===== src/rtl/writeback_unit.sv =====
`default_nettype none
// ============================================================================
// Module      : writeback_unit
// Description : Pipeline writeback stage. Queues execute results in an
//               in-order FIFO and drains them to the register-file write port
//               with a setup / strobe / gap handshake and a pending-write mask.
// Revision    : 1.0 - initial release
// ============================================================================
module writeback_unit #(
    parameter int DEPTH   = 4,
    parameter int DATA_W  = 16,
    parameter int REG_AW  = 4,
    parameter int TIMEOUT = 15
) (
    input  logic                      clk,
    input  logic                      rst,
    input  logic                      in_valid,
    output logic                      in_ready,
    input  logic [REG_AW-1:0]         in_reg,
    input  logic [DATA_W-1:0]         in_val,
    output logic [REG_AW-1:0]         destReg,
    output logic [DATA_W-1:0]         destVal,
    output logic                      storeNow,
    input  logic                      storeDone,
    output logic [(1<<REG_AW)-1:0]    pending,
    output logic [$clog2(DEPTH):0]    count,
    output logic                      idle,
    output logic                      err
);

    localparam int PTR_W  = $clog2(DEPTH);
    localparam int CNT_W  = PTR_W + 1;
    localparam int WAIT_W = $clog2(TIMEOUT + 1);
    localparam int NREG   = 1 << REG_AW;

    localparam logic [1:0] c_IDLE   = 2'd0;
    localparam logic [1:0] c_SETUP  = 2'd1;
    localparam logic [1:0] c_STROBE = 2'd2;
    localparam logic [1:0] c_GAP    = 2'd3;

    logic [1:0]        r_state;
    logic [1:0]        w_nextState;

    logic [REG_AW-1:0] r_memReg [DEPTH];
    logic [DATA_W-1:0] r_memVal [DEPTH];
    logic [PTR_W-1:0]  r_wrPtr;
    logic [PTR_W-1:0]  r_rdPtr;
    logic [CNT_W-1:0]  r_count;
    logic [WAIT_W-1:0] r_wait;
    logic [REG_AW-1:0] r_destReg;
    logic [DATA_W-1:0] r_destVal;
    logic              r_err;

    logic              w_push;
    logic              w_pop;
    logic              w_timeout;
    logic              w_loadHead;
    logic [PTR_W-1:0]  w_off;
    logic [NREG-1:0]   w_pending;

    // Readiness comes from the registered count, so a same-edge pop never frees a slot early
    assign in_ready   = (r_count != CNT_W'(DEPTH));
    assign w_push     = in_valid && in_ready;
    assign w_timeout  = (r_wait == WAIT_W'(TIMEOUT - 1));
    assign w_pop      = (r_state == c_STROBE) && (storeDone || w_timeout);
    assign w_loadHead = (w_nextState == c_SETUP);

    // State register
    always_ff @(posedge clk or posedge rst) begin
        if (rst) begin
            r_state <= c_IDLE;
        end else begin
            r_state <= w_nextState;
        end
    end

    // Next-state logic
    always_comb begin
        w_nextState = r_state;
        case (r_state)
            c_IDLE:   if (r_count != '0) w_nextState = c_SETUP;
            c_SETUP:  w_nextState = c_STROBE;
            c_STROBE: if (w_pop) w_nextState = c_GAP;
            c_GAP:    w_nextState = (r_count != '0) ? c_SETUP : c_IDLE;
            default:  w_nextState = c_IDLE;
        endcase
    end

    // Output logic
    always_comb begin
        storeNow = (r_state == c_STROBE);
        idle     = (r_count == '0) && (r_state == c_IDLE);
        count    = r_count;
        destReg  = r_destReg;
        destVal  = r_destVal;
        err      = r_err;
        pending  = w_pending;
    end

    // FIFO storage; only entries inside the occupied window are ever observed
    always_ff @(posedge clk) begin
        if (w_push) begin
            r_memReg[r_wrPtr] <= in_reg;
            r_memVal[r_wrPtr] <= in_val;
        end
    end

    always_ff @(posedge clk or posedge rst) begin
        if (rst) begin
            r_wrPtr <= '0;
            r_rdPtr <= '0;
            r_count <= '0;
        end else begin
            if (w_push) r_wrPtr <= r_wrPtr + 1'b1;
            if (w_pop)  r_rdPtr <= r_rdPtr + 1'b1;
            case ({w_push, w_pop})
                2'b10:   r_count <= r_count + 1'b1;
                2'b01:   r_count <= r_count - 1'b1;
                default: r_count <= r_count;
            endcase
        end
    end

    // Strobe wait counter, sticky timeout flag and write-port address/data
    always_ff @(posedge clk or posedge rst) begin
        if (rst) begin
            r_wait    <= '0;
            r_err     <= 1'b0;
            r_destReg <= '0;
            r_destVal <= '0;
        end else begin
            if (r_state == c_STROBE && !storeDone && !w_timeout) begin
                r_wait <= r_wait + 1'b1;
            end else begin
                r_wait <= '0;
            end
            if (r_state == c_STROBE && !storeDone && w_timeout) begin
                r_err <= 1'b1;
            end
            if (w_loadHead) begin
                r_destReg <= r_memReg[r_rdPtr];
                r_destVal <= r_memVal[r_rdPtr];
            end
        end
    end

    // Pending mask: every entry between read pointer and read pointer + count
    always_comb begin
        w_pending = '0;
        w_off     = '0;
        for (int i = 0; i < DEPTH; i++) begin
            w_off = PTR_W'(i) - r_rdPtr;
            if ({1'b0, w_off} < r_count) begin
                w_pending[r_memReg[i]] = 1'b1;
            end
        end
    end

endmodule
`default_nettype wire


===== config.mk =====
export PLATFORM = sky130hd
export DESIGN_NAME = writeback_unit
export DESIGN_NICKNAME = d
export VERILOG_FILES = /design/src/rtl/writeback_unit.sv
export SDC_FILE = /design/constraint.sdc
export NUM_CORES = 1
export LEC_CHECK = 0
export CORE_MARGIN = 5
export CORE_UTILIZATION = 50
export CTS_CLUSTER_SIZE = 8
export DETAILED_ROUTE_END_ITERATION = 8
export PLACE_DENSITY = 0.76
export SLEW_MARGIN = 20
export SYNTH_ARGS = -nofsm -noshare
export SYNTH_HDL_FRONTEND = slang
export SYNTH_SLANG_ARGS = --single-unit
export TNS_END_PERCENT = 30

===== constraint.sdc =====
create_clock -name clk -period 3.2 [get_ports clk]
set_clock_uncertainty 0.1 [all_clocks]
set_input_delay 0.96 -clock clk [delete_from_list [all_inputs] [get_ports clk]]
set_output_delay 0.96 -clock clk [all_outputs]
set_load 0.05 [all_outputs]

==> Yosys cells after proc, flatten, opt, wreduce, memory -nomap -nowiden <==
Memory sizes are Yosys's and may differ from the RTL's. A register that Yosys moved wholly into a read port is not among the register bits.
Cells that the tools add are included.
{ "totals": {"ff_bits": 14, "ram_bits": 80, "out_inout_bits": 43, "elab_cells": 77, "memories": 2} }
{ "mem_list": {"columns": ["name", "depth", "word_bits", "rd", "rd_clocked_by_memory_dff", "wr", "line_no", "text"], "rows": [
  ["r_memVal", 4, 16, 1, 1, 1, "45", "logic [DATA_W-1:0] r_memVal [DEPTH];"],
  ["r_memReg", 4, 4, 5, 1, 1, "44", "logic [REG_AW-1:0] r_memReg [DEPTH];"]
]} }
{ "op_classes": {"addsub": 9, "magnitude_cmp": 12, "eq_ne": 8, "mux": 20, "bitwise_logic": 3, "reduce_logical": 17} }
{ "op_table": {"columns": ["cell", "count"], "rows": [
  ["2-to-1 mux 16 bit", 4],
  ["bitwise OR 16 bit", 3],
  ["less-than comparator 4 x 5 -> 1 bit, second input constant", 4],
  ["demux 1 bit (select 4 bit)", 4],
  ["greater-or-equal comparator 4 x 1 -> 1 bit, second input constant", 4],
  ["less-than comparator 2 x 3 -> 1 bit", 4],
  ["logical AND 1 bit", 10],
  ["case mux 2 bit (4 select lines)", 1],
  ["2-to-1 mux 1 bit", 7],
  ["equality test 2 x 1 -> 1 bit, second input constant", 3],
  ["equality test 2 bit, second input constant", 3],
  ["case mux 3 bit (2 select lines)", 1],
  ["adder 2 x 1 -> 2 bit, second input constant", 2],
  ["adder 4 x 1 -> 4 bit, second input constant", 1],
  ["equality test 4 bit, second input constant", 1],
  ["2-to-1 mux 2 bit", 2],
  ["2-to-1 mux 4 bit", 1],
  ["subtractor 1 x 2 -> 2 bit, first input constant", 2],
  ["subtractor 2 bit, first input constant", 2],
  ["adder 3 x 1 -> 3 bit, second input constant", 1],
  ["zero test 3 bit", 1],
  ["inequality test 3 bit, second input constant", 1],
  ["nonzero test 3 bit", 1],
  ["subtractor 3 x 1 -> 3 bit, second input constant", 1],
  ["4 further kinds", 5]
]} }

==> Longest topological paths before layout <==
{ "logic_depth": {"ltp_word": 11, "ltp_mapped": 10, "depth_no_buf": 10} }

==> Worst setup path after synthesis <==
Ideal clock, no wire load.
{ "synth_timing": {"kind": "register -> output", "from": "reg r_rdPtr[1]", "to": "out pending[14]", "t_arrival_ns": 2.450, "t_required_ns": 2.140, "setup_slack_ns": -0.310, "path_stages_with_launch": 10, "path_cell_list": "dfrtp_1 clkbuf_1 buf_2 xor2_1 inv_1 ha_1 nor2b_2 a2111oi_2 nand3_1 nand3_1"} }
{ "synth_between": {"elab_chain_cells": 9, "elab_cells_between_ends": 15} }
{ "synth_lines": {"columns": ["element", "line_no", "text"], "rows": [
  ["start: declaration", "47", "logic [PTR_W-1:0] r_rdPtr;"],
  ["start signal: assignment", "115", "if (w_pop) r_rdPtr <= r_rdPtr + 1'b1;"],
  ["subtractor 1 x 2 -> 2 bit", "152", "w_off = PTR_W'(i) - r_rdPtr;"],
  ["less-than comparator 2 x 3 -> 1 bit", "153", "if ({1'b0, w_off} < r_count) begin"],
  ["2-to-1 mux 16 bit", "153", null],
  ["bitwise OR 16 bit (no line)", null, null],
  ["2-to-1 mux 16 bit", "153", null],
  ["bitwise OR 16 bit (no line)", null, null],
  ["2-to-1 mux 16 bit", "153", null],
  ["bitwise OR 16 bit (no line)", null, null],
  ["2-to-1 mux 16 bit (*)", "153", null],
  ["end: declaration", "25", "output logic [(1<<REG_AW)-1:0] pending,"]
]} }
Mark *: on every way between the ends. The rest lies on a longest branch, timed or not.

==> Worst setup path after layout <==
{ "layout_timing": {"from": "reg r_rdPtr[1]", "to": "out pending[9]"} }
The elaborated chain is that of the path after synthesis.

==> results.txt <==
- Family of cells with the greatest summed delay on the critical path: compound AO/OA/AOI/OAI gates
- Clock latency on the worst-skew pair, taken at its later pin, is just over 0.5 ns.
- In the final layout, flip-flops and latches occupy 0.00326 mm^2.
* Result of the run: finished, violations left
- The synthesized design contains 114 register bits.
* Maximum clock path buffer count: 2
* Worst path max stage delay: 0.43 ns
- For the pin with the worst max-slew slack, the measured transition is 0.561 ns.
- Setup repair after global routing could not meet its margin everywhere.
- Filler Cell Count: 689
* Number of search-and-repair iterations in the first detailed-routing pass: 4
* Die Footprint: 0.0129 mm^2
* CTS tree: yes
* Vias after detailed routing: 3,422
- Post-synthesis share of cell area spent on xor and xnor gates: ~1.5%
- The synthesized design spends more area on one cell type than any other, namely sky130_fd_sc_hd__edfxtp_1.
- The top cell types in the final layout, fill and taps aside, are 80 x sky130_fd_sc_hd__edfxtp_1, 46 x sky130_fd_sc_hd__clkdlybuf4s50_1, 32 x sky130_fd_sc_hd__dfrtp_1.
- Once detail routing completed, the nets flagged for antenna violations numbered 0.
- Slowest cell on the critical path: sky130_fd_sc_hd__a2111oi_4
* Clock root buffer: sky130_fd_sc_hd__clkbuf_8
- Vert. Die Dim: 114 um
- Bufs and invs on worst path: 2
- Initial Util: 51.7%
* Combined area of the multi-input logic cells: between 0.002 and 0.0025 mm^2
- The number of nets in the synthesized netlist is between 300 and 400.
- Min Clock Period, post-route: 3.54 ns
- The critical path goes through xor2_2, inv_1, ha_1, nor2b_4, a2111oi_4, a32oi_1, nand2_2, buf_12.
* Fin cells: 597
- In this run, distinct cell masters in the synthesized netlist total 43.
- Count of mapped cells out of synthesis: about 350
- Antenna violations before repair: 0
- Worst setup slack before clock tree synthesis: about 0.028 ns
* Max Fanout on Critical Path: 5
- Post-layout instance area: 0.00730 mm^2
- The max-slew violation total from the final report is 0.
- Setup violations remaining at the end of the flow were counted as 16.
* GPL Wtd Cong: 0.881
- Area of the placeable core: 0.0104 mm^2
- Deepest level of the CTS H-tree: 4
- Adder-cell share of the synthesized area: under 10%
* Number of clock sinks: 114
- Measured along the x axis, the die boundary spans 114 um.
- Headroom to the max-slew limit came out at 62.5%.
* Proportion of layout cells with a drive suffix above 1: 32.1%
* Max-cap check violation count: 0
- The min-delay analysis places its worst path in the category reg2reg.
- Yosys warning total: 0
* Placed instance count: 561
- Final layout net count: 488
- Count of hold-fix buffers inserted at cts: 0
* Mean instance size in the synthesized netlist: 15.3 um^2
- Total Routed Length: 12,600 um
- Entering global routing, the biggest net connects 35 pins.
* Ratio of total power to cell area: 1150 mW/mm^2
- After synthesis, the cell types taking the most area are sky130_fd_sc_hd__edfxtp_1 45%, sky130_fd_sc_hd__dfrtp_1 16%, sky130_fd_sc_hd__mux4_2 5.9%, sky130_fd_sc_hd__ha_1 3.5%, sky130_fd_sc_hd__mux4_1 2.9%.
- Derived from the worst setup path, the maximum achievable clock frequency is 282 MHz.
* Number of diodes: 0
* Synth-to-Final Area Change: 35.6%
- In the finished design, the share of the clock period the worst path needs comes to 111%.
* Top-level port count: 67
- Critical path launch point type: flip-flop
- Combinational family with the most area after synthesis: multiplexers
- Vias per cell: between 5 and 6
- In this run, synthesis inferred 80 flip-flops with an integrated enable.
* Register area share after synthesis: 60.4%
- The cell area that synthesis handed to floorplanning was 0.00538 mm^2.
- Summing the areas of all compound-gate instances in the mapped netlist gives 8.39% of the synthesized area.
- The final-report hold violation count came to 0.
* Violations in the final reports: setup timing
* Leak pwr: 0.00276 uW
- After synthesis, the share of cell area in mux cells is 13.4%.
- Total congestion overflow after global routing: 0
* Critical path data arrival time: 2.48 ns
* Cts bufs inserted: 17
* Vias in the first global route: 3,779
- Cell area reported after detailed placement: 0.00655 mm^2
- Clock-pin slew reported for the worst setup and hold paths after clock tree synthesis: ~0.05 ns
- Area share of and/or/nand/nor cells after synthesis: under 10%
- Setup slack on the critical path of the routed design comes to -0.341 ns.
- The tightest hold path in the finished design has a slack of 0.374 ns.
- The first global-routing pass estimated 20,500 um of wire.
- Number of I/O port buffers: 66
- Mean routed wirelength per cell: around 21 um
* Num rows: 37
- In the synthesized netlist the dominant register cell turns out to be sky130_fd_sc_hd__edfxtp_1.
- For this run, the total global-route usage over all layers was measured as 20.9%.
* Kind of critical path: reg2out
- Async set-reset flop share out of synthesis: about 30%
- VDD IR-drop max: between 0.8 and 0.9 mV
- Placed wire-length estimate after detailed placement: 8410 um
- Area fraction of the dominant cell type after synthesis: between 40% and 50%
* Number of design rule violations left after detail routing: 0
- The library cell used most frequently in the layout, excluding fill and tap cells, is sky130_fd_sc_hd__edfxtp_1.
- Initial detailed-routing violation count: 245
- CP Data Required Time: 2.14 ns
* Crit end category: output pin
[logic make-up (layout without fill, tap and decap cells)]
| group | count (synthesis) | count (layout) |
|---|---|---|
| AO/OA/AOI/OAI | 42 | 42 |
| XOR/XNOR | 9 | 9 |
| adder cells (fa/ha/maj) | 16 | 16 |
| buffers and inverters | 34 | 142 |
| flip-flops | 114 | 114 |
| multiplexers | 42 | 42 |
| AND/OR/NAND/NOR | 96 | 96 |
[worst register-to-register path, stage by stage (launching register included)]
cell	delay, ns
sky130_fd_sc_hd__dfrtp_2	0.54
sky130_fd_sc_hd__buf_4	0.21
sky130_fd_sc_hd__nand3_1	0.23
sky130_fd_sc_hd__and2_1	0.29
sky130_fd_sc_hd__inv_1	0.09
sky130_fd_sc_hd__ha_1	0.18
sky130_fd_sc_hd__inv_1	0.06
sky130_fd_sc_hd__fa_1	0.37
sky130_fd_sc_hd__xor2_1	0.15
sky130_fd_sc_hd__nor2_1	0.12
sky130_fd_sc_hd__xor2_1	0.16
[registers in the layout (all words and copies together), names as in the netlist]
name and count:
count 3, destReg 4, destVal 16, err 1, r_memReg 16, r_memVal 64
r_rdPtr 2, r_state 2, r_wait 4, r_wrPtr 2
[metrics by stage]
stage	power, uW	util (%)	setup TNS [ns]
floorplan	4980	-	0
global placement	6250	62.8	0
detailed placement	6340	62.8	0
CTS	8390	69.4	-5.37
global route	8820	70.1	-6.52
finish	8410	70.1	-4.84
[power breakdown]
part,total [uW],switching (uW),internal (uW)
logic,4170,2390,1770
registers,2330,295,2030
clock network,1910,651,1260
[layout make-up]
type	count	area share [%]
sequential	114	44.6
multi-input combinational	205	30.0
clock inverter	14	2.57
inverter	21	1.08
tap	136	2.33
timing repair buffer	89	13.7
clock buffer	18	5.73
[final timing paths]
check / startpoint / slack (ns) / cells past startpoint / end
max: r_rdPtr[1] / -0.34 / 8 / pending[9]
min: err / 0.37 / 1 / err
max reg2reg: count[2] / 0.64 / 10 / count[2]
min reg2reg: err / 0.37 / 1 / err
max in group asynchronous: rst / 1.89 / 3 / count[1]
min in group asynchronous: rst / 0.75 / 3 / r_wait[1]
[synthesized netlist by cell type, drive strengths merged (2+ instances only)]
master / number
and3: 5
nand2: 20
mux4: 20
buf: 10
ha: 15
xnor2: 4
a21oi: 9
nand3: 23
a22oi: 7
nor2b: 12
and2: 2
nor4: 12
a2111oi: 13
nand2b: 5
o21ai: 2
nor3: 5
a31oi: 5
edfxtp: 80
clkbuf: 3
mux2: 21
a32oi: 2
dfrtp: 34
nor2: 10
inv: 21
xor2: 5
[routing by layer]
layer / up-vias / track usage (%) / share of wire, %
li1: 1565 / - / -
met1: 1728 / 26.5 / 41
met2: 111 / 34.9 / 51
met3: 18 / 5.52 / 6.5
met4: 0 / 6.97 / 1.4
met5: - / 0 / 0
[what timing repair did]
| action | 4_1_cts | 5_1_grt |
|---|---|---|
| pin swaps | 17 | 12 |
| endpoints found under the setup margin | 18 | 17 |
| buffers inserted | 1 | 3 |
| gates resized for setup | 12 | 10 |
No activity file was read; power rests on OpenSTA's default activity.
